<file path="config.mk">
export PLATFORM = sky130hd
export DESIGN_NAME = chord_sched
export DESIGN_NICKNAME = d
export VERILOG_FILES = /design/src/rtl/chord_sched.sv
export SDC_FILE = /design/constraint.sdc
export NUM_CORES = 1
export LEC_CHECK = 0
export CORE_MARGIN = 10
export CORE_UTILIZATION = 40
export DETAILED_ROUTE_END_ITERATION = 8
export SYNTH_ARGS = -nofsm -noshare
export SYNTH_HDL_FRONTEND = slang
export SYNTH_SLANG_ARGS = --single-unit
export TNS_END_PERCENT = 20
</file>
<file path="constraint.sdc">
create_clock -name clk -period 3.4 [get_ports clk]
set_input_delay 0.68 -clock clk [delete_from_list [all_inputs] [get_ports clk]]
set_output_delay 0.68 -clock clk [all_outputs]
set_load 0.03 [all_outputs]
</file>
<file path="src/rtl/chord_sched.sv">
// Round-robin time-slice scheduler: steps through the held keys one slot at a time,
// presenting a divider code, a valid gate and a slot-start pulse for a shared tone divider.
module chord_sched #(
    parameter int unsigned SLOT_CYCLES = 50000,
    parameter int unsigned GAP_CYCLES  = 0
) (
    input  logic       clk,
    input  logic       rst,
    input  logic [7:0] keys,
    output logic [2:0] note_code,
    output logic       note_valid,
    output logic       note_start
);

    localparam int unsigned SW = (SLOT_CYCLES > 1) ? $clog2(SLOT_CYCLES) : 1;
    localparam int unsigned GW = (GAP_CYCLES > 1) ? $clog2(GAP_CYCLES) : 1;
    localparam logic [SW-1:0] SLOT_LOAD = SW'(SLOT_CYCLES - 1);
    localparam logic [GW-1:0] GAP_LOAD  = (GAP_CYCLES > 0) ? GW'(GAP_CYCLES - 1) : '0;

    typedef enum logic [1:0] {StIdle, StPlay, StGap} state_e;

    state_e        state_q, state_d;
    logic [7:0]    sync_q, keys_s;
    logic [2:0]    cur_q, cur_d;
    logic [SW-1:0] slot_q, slot_d;
    logic [GW-1:0] gap_q, gap_d;
    logic          valid_q, valid_d;
    logic          start_q, start_d;
    logic [2:0]    code_q;

    // Scan from+1, from+2, ... wrapping, ending at from; bit 3 flags a hit.
    function automatic logic [3:0] sel(input logic [2:0] from, input logic [7:0] k);
        logic [3:0] res;
        logic [2:0] idx;
        res = 4'b0;
        for (int i = 8; i >= 1; i--) begin
            idx = from + 3'(i);
            if (k[idx]) res = {1'b1, idx};
        end
        return res;
    endfunction

    function automatic logic [2:0] lowest(input logic [7:0] k);
        logic [2:0] res;
        res = 3'd0;
        for (int i = 7; i >= 0; i--) begin
            if (k[i]) res = 3'(i);
        end
        return res;
    endfunction

    logic [3:0] nxt;
    assign nxt = sel(cur_q, keys_s);

    always_comb begin
        state_d = state_q;
        cur_d   = cur_q;
        slot_d  = slot_q;
        gap_d   = gap_q;
        valid_d = 1'b0;
        start_d = 1'b0;
        unique case (state_q)
            StIdle: begin
                if (keys_s != 8'd0) begin
                    state_d = StPlay;
                    cur_d   = lowest(keys_s);
                    slot_d  = SLOT_LOAD;
                    valid_d = 1'b1;
                    start_d = 1'b1;
                end
            end
            StPlay: begin
                valid_d = 1'b1;
                // Releasing the active key ends the slot regardless of the counter.
                if (!keys_s[cur_q] || slot_q == '0) begin
                    if (!nxt[3]) begin
                        state_d = StIdle;
                        valid_d = 1'b0;
                    end else if (GAP_CYCLES > 0) begin
                        state_d = StGap;
                        gap_d   = GAP_LOAD;
                        valid_d = 1'b0;
                    end else begin
                        cur_d   = nxt[2:0];
                        slot_d  = SLOT_LOAD;
                        start_d = 1'b1;
                    end
                end else begin
                    slot_d = slot_q - 1'b1;
                end
            end
            StGap: begin
                if (gap_q == '0) begin
                    if (!nxt[3]) begin
                        state_d = StIdle;
                    end else begin
                        state_d = StPlay;
                        cur_d   = nxt[2:0];
                        slot_d  = SLOT_LOAD;
                        valid_d = 1'b1;
                        start_d = 1'b1;
                    end
                end else begin
                    gap_d = gap_q - 1'b1;
                end
            end
            default: state_d = StIdle;
        endcase
    end

    always_ff @(posedge clk) begin
        if (rst) begin
            sync_q  <= 8'd0;
            keys_s  <= 8'd0;
            state_q <= StIdle;
            cur_q   <= 3'd0;
            slot_q  <= '0;
            gap_q   <= '0;
            valid_q <= 1'b0;
            start_q <= 1'b0;
            code_q  <= 3'd0;
        end else begin
            sync_q  <= keys;
            keys_s  <= sync_q;
            state_q <= state_d;
            cur_q   <= cur_d;
            slot_q  <= slot_d;
            gap_q   <= gap_d;
            valid_q <= valid_d;
            start_q <= start_d;
            code_q  <= cur_d;
        end
    end

    assign note_code  = code_q;
    assign note_valid = valid_q;
    assign note_start = start_q;

endmodule

</file>
==> results of run 1 <==
[cell families after synthesis]
kind of cell,Yosys count
flops,38
buf+inv,26
simple gates,90
compound gates,52
xor+xnor,16
fa+ha+maj,4
mux,23
[cells in the final DEF, fill, tap and decap left out, types with 5 or more instances in the layout]
cell type,count
xor2_1,13
mux2i_1,8
buf_4,5
nand3_1,9
nor3_1,8
nand2_1,12
clkdlybuf4s50_1,14
nor2_1,23
dfxtp_1,38
mux4_2,8
mux2_2,5
clkbuf_8,6
a21oi_1,17
o21ai_0,5
nor2b_1,16
inv_1,11
[power by group through the flow]
stage / logic (mW) / clock network [mW] / registers, mW
floorplan: 0.855 / 0 / 0.642
global placement: 1.08 / 0 / 0.621
detailed placement: 1.08 / 0 / 0.623
CTS: 1.09 / 0.320 / 0.614
global route: 1.22 / 0.332 / 0.627
finish: 1.09 / 0.305 / 0.614
[worst max-delay path: cells and delay by family (launching register included)]
family / cells / cell delay, ns
DFF: 1 / 0.33
muxes: 1 / 0.45
buffers and inverters: 1 / 0.18
and+or+nand+nor: 4 / 0.92
adders and majority gates: 1 / 0.51
AOI/OAI and AO/OA: 2 / 0.26
[cell type report]
type,count,area (um2),share of cell area (%)
Timing Repair Buffer,19,177.7,6.876
Inverter,13,48.80,1.889
Multi-Input combinational cell,185,1415,54.77
Tap cell,72,90.09,3.487
Sequential cell,38,760.7,29.44
Clock buffer,7,86.33,3.341
Clock inverter,1,5.005,0.1937
[routing by layer]
| layer | vias to the layer above | part of all wire [%] | wire length (um) | global-route usage, % |
|---|---|---|---|---|
| met5 | - | 0 | 0 | 0 |
| met1 | 870 | 46 | 2284 | 14.36 |
| met2 | 59 | 46 | 2271 | 17.33 |
| met4 | 0 | 3.7 | 181 | 7.248 |
| met3 | 15 | 4.3 | 213 | 1.946 |
| li1 | 937 | - | - | - |
[flip-flops by register name (all words and copies together), names as in the netlist]
| name | cells |
|---|---|
| slot_q | 16 |
| note_valid | 1 |
| note_code | 3 |
| state_q | 1 |
| sync_q | 8 |
| note_start | 1 |
| keys_s | 8 |
[metrics by stage]
stage	instances	instance area (um2)	util (%)
global route	335	2584	46.64
detailed placement	327	2492	44.99
finish	335	2584	46.64
CTS	335	2584	46.64
floorplan	249	2306	-
global placement	327	2492	44.99
[final timing paths]
| path | from | to | slack, ns | cells past startpoint |
|---|---|---|---|---|
| worst min-delay path | sync_q[6]$_SDFF_PP0_ | keys_s[6]$_SDFF_PP0_ | 0.44 | 1 |
| worst max register to register | note_code[1]$_SDFFE_PP0P_ | note_code[1]$_SDFFE_PP0P_ | 0.64 | 9 |
| worst min register to register | sync_q[6]$_SDFF_PP0_ | keys_s[6]$_SDFF_PP0_ | 0.44 | 1 |
| worst max-delay path | note_code[1]$_SDFFE_PP0P_ | note_code[1]$_SDFFE_PP0P_ | 0.64 | 9 |
==> flow_summary.toml, run 1 <==
[sta]
layout_setup_ws_ns = 0.6351
period_needed_ns = 2.765
setup_tns_ns = 0
fin_worst_skew_ns = 0.006911
worstMarginPinSlew_ns = 0.6670
rsz0062_at_grt = "false"
fin_crit_sh_pct = 81.32
hold_viol_final = 0
holdWs_ns = 0.4356
final_max_slew_viol_count = 0
slew_headroom_pct = 54.26
finalSetupViolCount = 0
max_freq_ghz = 0.3617

[pwr]
p_seq_share_pct = 30.5
p_total_mw = 2.014
total_leakage_power_nw = 0.9599
sw_frac_of_total_pct = 42.52
p_comb_share_pct = 54.4
peakVddDrop_v = 0.0003628
switchingPower_mw = 0.8564
intPower_mw = 1.158
p_clk_share_pct = 15.2
power-per-cell-area_nw_per_um2 = 779.5

[synthesis]
synth.area.mux_share_pct = 15.46
ys_top_cells_by_area = "dfxtp_1, mux4_2, xor2_1"
synth_top_cells_by_count = "dfxtp_1, nor2_1, a21oi_1, nor2b_1, xor2_1"
synth-adder-area-share_pct = 2.170
synth_ff_type = "dfxtp_1"
yosysMostFrequentCell = "dfxtp_1"
synthXorXnorAreaFrac_pct = 6.077
yosys_warnings = 0
ys_ff_latch = 38
syn_inst = 249
synthArstFlopShare_pct = 0
synth-compound-area-share_pct = 15.63
yosysSeqAreaShare_pct = 32.99
yosys.area.top_type = "dfxtp_1"
synth_top_family_by_area = "simple AND/OR/NAND/NOR gates"
yosys.area.top_type_share_pct = 32.99
yosys.cell_types.count = 56
synth_edf_count = 0
syn_nets = 263
synth-simple-area-share_pct = 22.03
syn_area_per_cell_um2 = 9.261
synth_area_um2 = 2306

[clocking]
cts_setup_buffers = 0
clk_latency_ns = 0.28
cts_resized = 0
cts_hold_buffers = 0
cts_buffers = 5
htreeDepth = 2
cts.sinks = 38
cts.reportedPaths.clkPinSlew_ns = 0.07
cts_tree = "yes"
clk_path_buf_depth = 2
root_buffer = "clkbuf_8"

[worst_setup_path]
criticalPathCategory = "reg2reg"
worst-path-max-fanout = 8
crit_chain = "clkinv_1 > ha_1 > mux4_2 > nor4_4 > or3b_1 > o32a_1 > nand3_2 > nand3_1 > o41ai_1"
cp-end-kind = "flop"
required_ns = 3.57
cp_slowest_cell = "ha_1"
cp.arrival_ns = 2.93
startpoint_type = "flop"
max_stage_delay_ns = 0.51

[status]
status = "completed"

[job]
cap_viol_max_count = 0

[global_route]
antenna_found_initial = 0
grt.total_usage_pct = 11.30
grt-ovfl-total = 0
grt_pass1_wl_um = 8459
grt_max_degree = 19
grt_pass1_vias = 1741

[final_layout]
syn_to_final_growth_pct = 12.05
diodes = 0
final_nets = 276
num-fill-cells = 560
final_layout_size_suffix_gt1_share_pct = 12.55

[floorplan]
pin_count = 15
rows = 27
die_area_um2 = 9202
die_w_um = 95.93
initial_utilization_pct = 41.62
core_um2 = 5540
die_y_um = 95.93

[routing]
drt-pass1-iter-count = 4
vias = 1881
vias_per_cell = 5.615
drcViolationCount = 0
antenna_left = 0
wl_um = 4950
drtIter0Drc = 127
wl_per_cell_um = 14.78

[place]
place_ws_ns = 0.6472
routabilityCongestion = 0.8884
port-buffer-count = 14
dp.final_hpwl_um = 3578

[worst_hold_path]
hold_path.class = "reg2reg"
Note: power is estimated with default switching activity, not from simulation.
==> inputs of run 2 (changes only) <==
==> constraint.sdc (replaced) <==
create_clock -name clk -period 2.8 [get_ports clk]
set_input_delay 0.56 -clock clk [delete_from_list [all_inputs] [get_ports clk]]
set_output_delay 0.56 -clock clk [all_outputs]
set_load 0.03 [all_outputs]
==> run 2 against run 1 <==
Critical path depth unchanged. First-iteration DRC count increased by 88%. Clock skew increased by 0.0042 ns. Flip-flop and latch count unchanged. Fmax increased by 5.7%. Non-clock buffer count increased by 4.
==> flow_summary.toml, run 2 (synthesized netlist as in run 1, its figures left out) <==
[pwr]
p_clk_share_pct = 15.5
sw_frac_of_total_pct = 42.65
switchingPower_mw = 1.065
peakVddDrop_v = 0.0004365
power-per-cell-area_nw_per_um2 = 953.1
p_seq_share_pct = 30.0
total_leakage_power_nw = 0.9776
p_comb_share_pct = 54.5
intPower_mw = 1.432

[worst_setup_path]
required_ns = 2.98
reg2reg_depth = 9
max_stage_delay_ns = 0.46
cp-end-kind = "flop"
worst-path-max-fanout = 8
r2r-start = "note_code[1]$_SDFFE_PP0P_"
criticalPathCategory = "reg2reg"
cp.arrival_ns = 2.79
rrSetupSlack_ns = 0.19
cp_slowest_cell = "ha_1"
crit_chain = "clkinv_1 > ha_1 > mux4_2 > nor4_4 > or3b_1 > o32a_1 > nand3_2 > nand3_1 > o41ai_1"
reg2reg_to = "note_code[1]$_SDFFE_PP0P_"
startpoint_type = "flop"

[routing]
drt-pass1-iter-count = 4
wl_per_cell_um = 14.62
vias_per_cell = 5.454
vias = 1849
drtIter0Drc = 239
wl_um = 4957
drcViolationCount = 0
antenna_left = 0

[clocking]
cts_setup_buffers = 0
cts_hold_buffers = 0
cts_buffers = 5
cts.reportedPaths.clkPinSlew_ns = 0.07
clk_path_buf_depth = 2
cts.sinks = 38
cts_resized = 0
root_buffer = "clkbuf_8"
clk_latency_ns = 0.29
htreeDepth = 2
cts_tree = "yes"

[final_layout]
top_regs = "slot_q (16), keys_s (8), sync_q (8)"
fin_area_um2 = 2620
largest_register = "slot_q"
largest_register_ffs = 16
mostFrequentLayoutCell = "dfxtp_1"
final_layout_size_suffix_gt1_share_pct = 14.98
diodes = 0
most-common-layout-cells = "dfxtp_1, nor2_1, a21oi_1"
num-fill-cells = 543
instances_no_fill = 339
syn_to_final_growth_pct = 13.62
fin_util_pct = 47.29
final_nets = 280

[floorplan]
die_y_um = 95.93
pin_count = 15
die_area_um2 = 9202
rows = 27
die_w_um = 95.93
core_um2 = 5540
initial_utilization_pct = 41.62

[place]
place_ws_ns = 0.2084
routabilityCongestion = 0.9543
dp.final_hpwl_um = 3593
dpl-instance-area_um2 = 2525
dp.cells = 331
port-buffer-count = 14

[sta]
fin_crit_sh_pct = 93.38
fin_worst_skew_ns = 0.01116
slew_headroom_pct = 62.46
finalSetupViolCount = 0
rsz0062_at_grt = "false"
max_freq_ghz = 0.3825
period_needed_ns = 2.615
layout_setup_ws_ns = 0.1854
hold_viol_final = 0
setup_tns_ns = 0
final_max_slew_viol_count = 0
worstMarginPinSlew_ns = 0.5613

[worst_hold_path]
holdPathEnd = "keys_s[2]$_SDFF_PP0_"
hold-path-cell-count = 1
hp-start = "sync_q[2]$_SDFF_PP0_"
hold_path.class = "reg2reg"

[global_route]
grt_max_degree = 19
grt-ovfl-total = 0
grt.total_usage_pct = 11.43
antenna_found_initial = 0
grt_pass1_vias = 1706
grt_pass1_wl_um = 8487

[job]
cap_viol_max_count = 0

[status]
status = "completed"
[run 2: cell count changes in the layout (fill, tap and decap cells not counted), sizes merged]
cell and delta:
clkbuf -1, buf +4, clkinvlp +1
[run 2: per-layer routing]
metal / GRT usage (%) / up-vias / wire (um)
li1: - / 940 / -
met5: 0 / - / 0
met3: 2.724 / 7 / 277
met2: 16.25 / 49 / 2249
met1: 16.28 / 853 / 2352
met4: 4.177 / 0 / 78
[run 2: worst max-delay path by stage]
stage,cells past startpoint,slack (ns),endpoint,from
after floorplan,11,0.01,note_code[1]$_SDFFE_PP0P_,note_code[1]$_SDFFE_PP0P_
after global placement,9,0.25,note_code[1]$_SDFFE_PP0P_,note_code[1]$_SDFFE_PP0P_
after detailed placement,9,0.21,note_code[1]$_SDFFE_PP0P_,note_code[1]$_SDFFE_PP0P_
after CTS,9,0.19,note_code[1]$_SDFFE_PP0P_,note_code[1]$_SDFFE_PP0P_
after global routing,9,0.06,note_code[1]$_SDFFE_PP0P_,note_code[1]$_SDFFE_PP0P_
final,9,0.19,note_code[1]$_SDFFE_PP0P_,note_code[1]$_SDFFE_PP0P_
[run 2: per-stage QoR]
step | power, mW | hold WS [ns]
5_1_grt | 2.689 | 0.4383
3_3_place_gp | 2.113 | 0.4156
3_5_place_dp | 2.109 | 0.4204
2_1_floorplan | 1.824 | 0.4138
4_1_cts | 2.511 | 0.4249
6_report | 2.497 | 0.4275
[run 2: power by group through the flow]
stage | Clock [mW] | Sequential [mW] | Combinational, mW
after global placement | 0 | 0.760 | 1.35
after floorplan | 0 | 0.782 | 1.04
final | 0.387 | 0.749 | 1.36
after CTS | 0.407 | 0.749 | 1.35
after global routing | 0.429 | 0.765 | 1.49
after detailed placement | 0 | 0.761 | 1.35
[run 2: area by class of cell]
class	instances	area [um2]	area share [%]
Tap cell	72	90.09	3.438
Timing Repair Buffer	23	207.7	7.927
Clock buffer	6	82.58	3.152
Multi-Input combinational cell	185	1415	54.01
Sequential cell	38	763.2	29.13
Clock inverter	2	12.51	0.4776
Inverter	13	48.80	1.862
[run 2: critical path: cells and delay by family, from the launching register on]
| kind | cells | cell delay [ns] |
|---|---|---|
| multiplexers | 1 | 0.46 |
| buffers and inverters | 1 | 0.07 |
| AO/OA/AOI/OAI | 2 | 0.25 |
| adder cells (fa/ha/maj) | 1 | 0.46 |
| AND/OR/NAND/NOR | 4 | 0.93 |
| flip-flops | 1 | 0.33 |
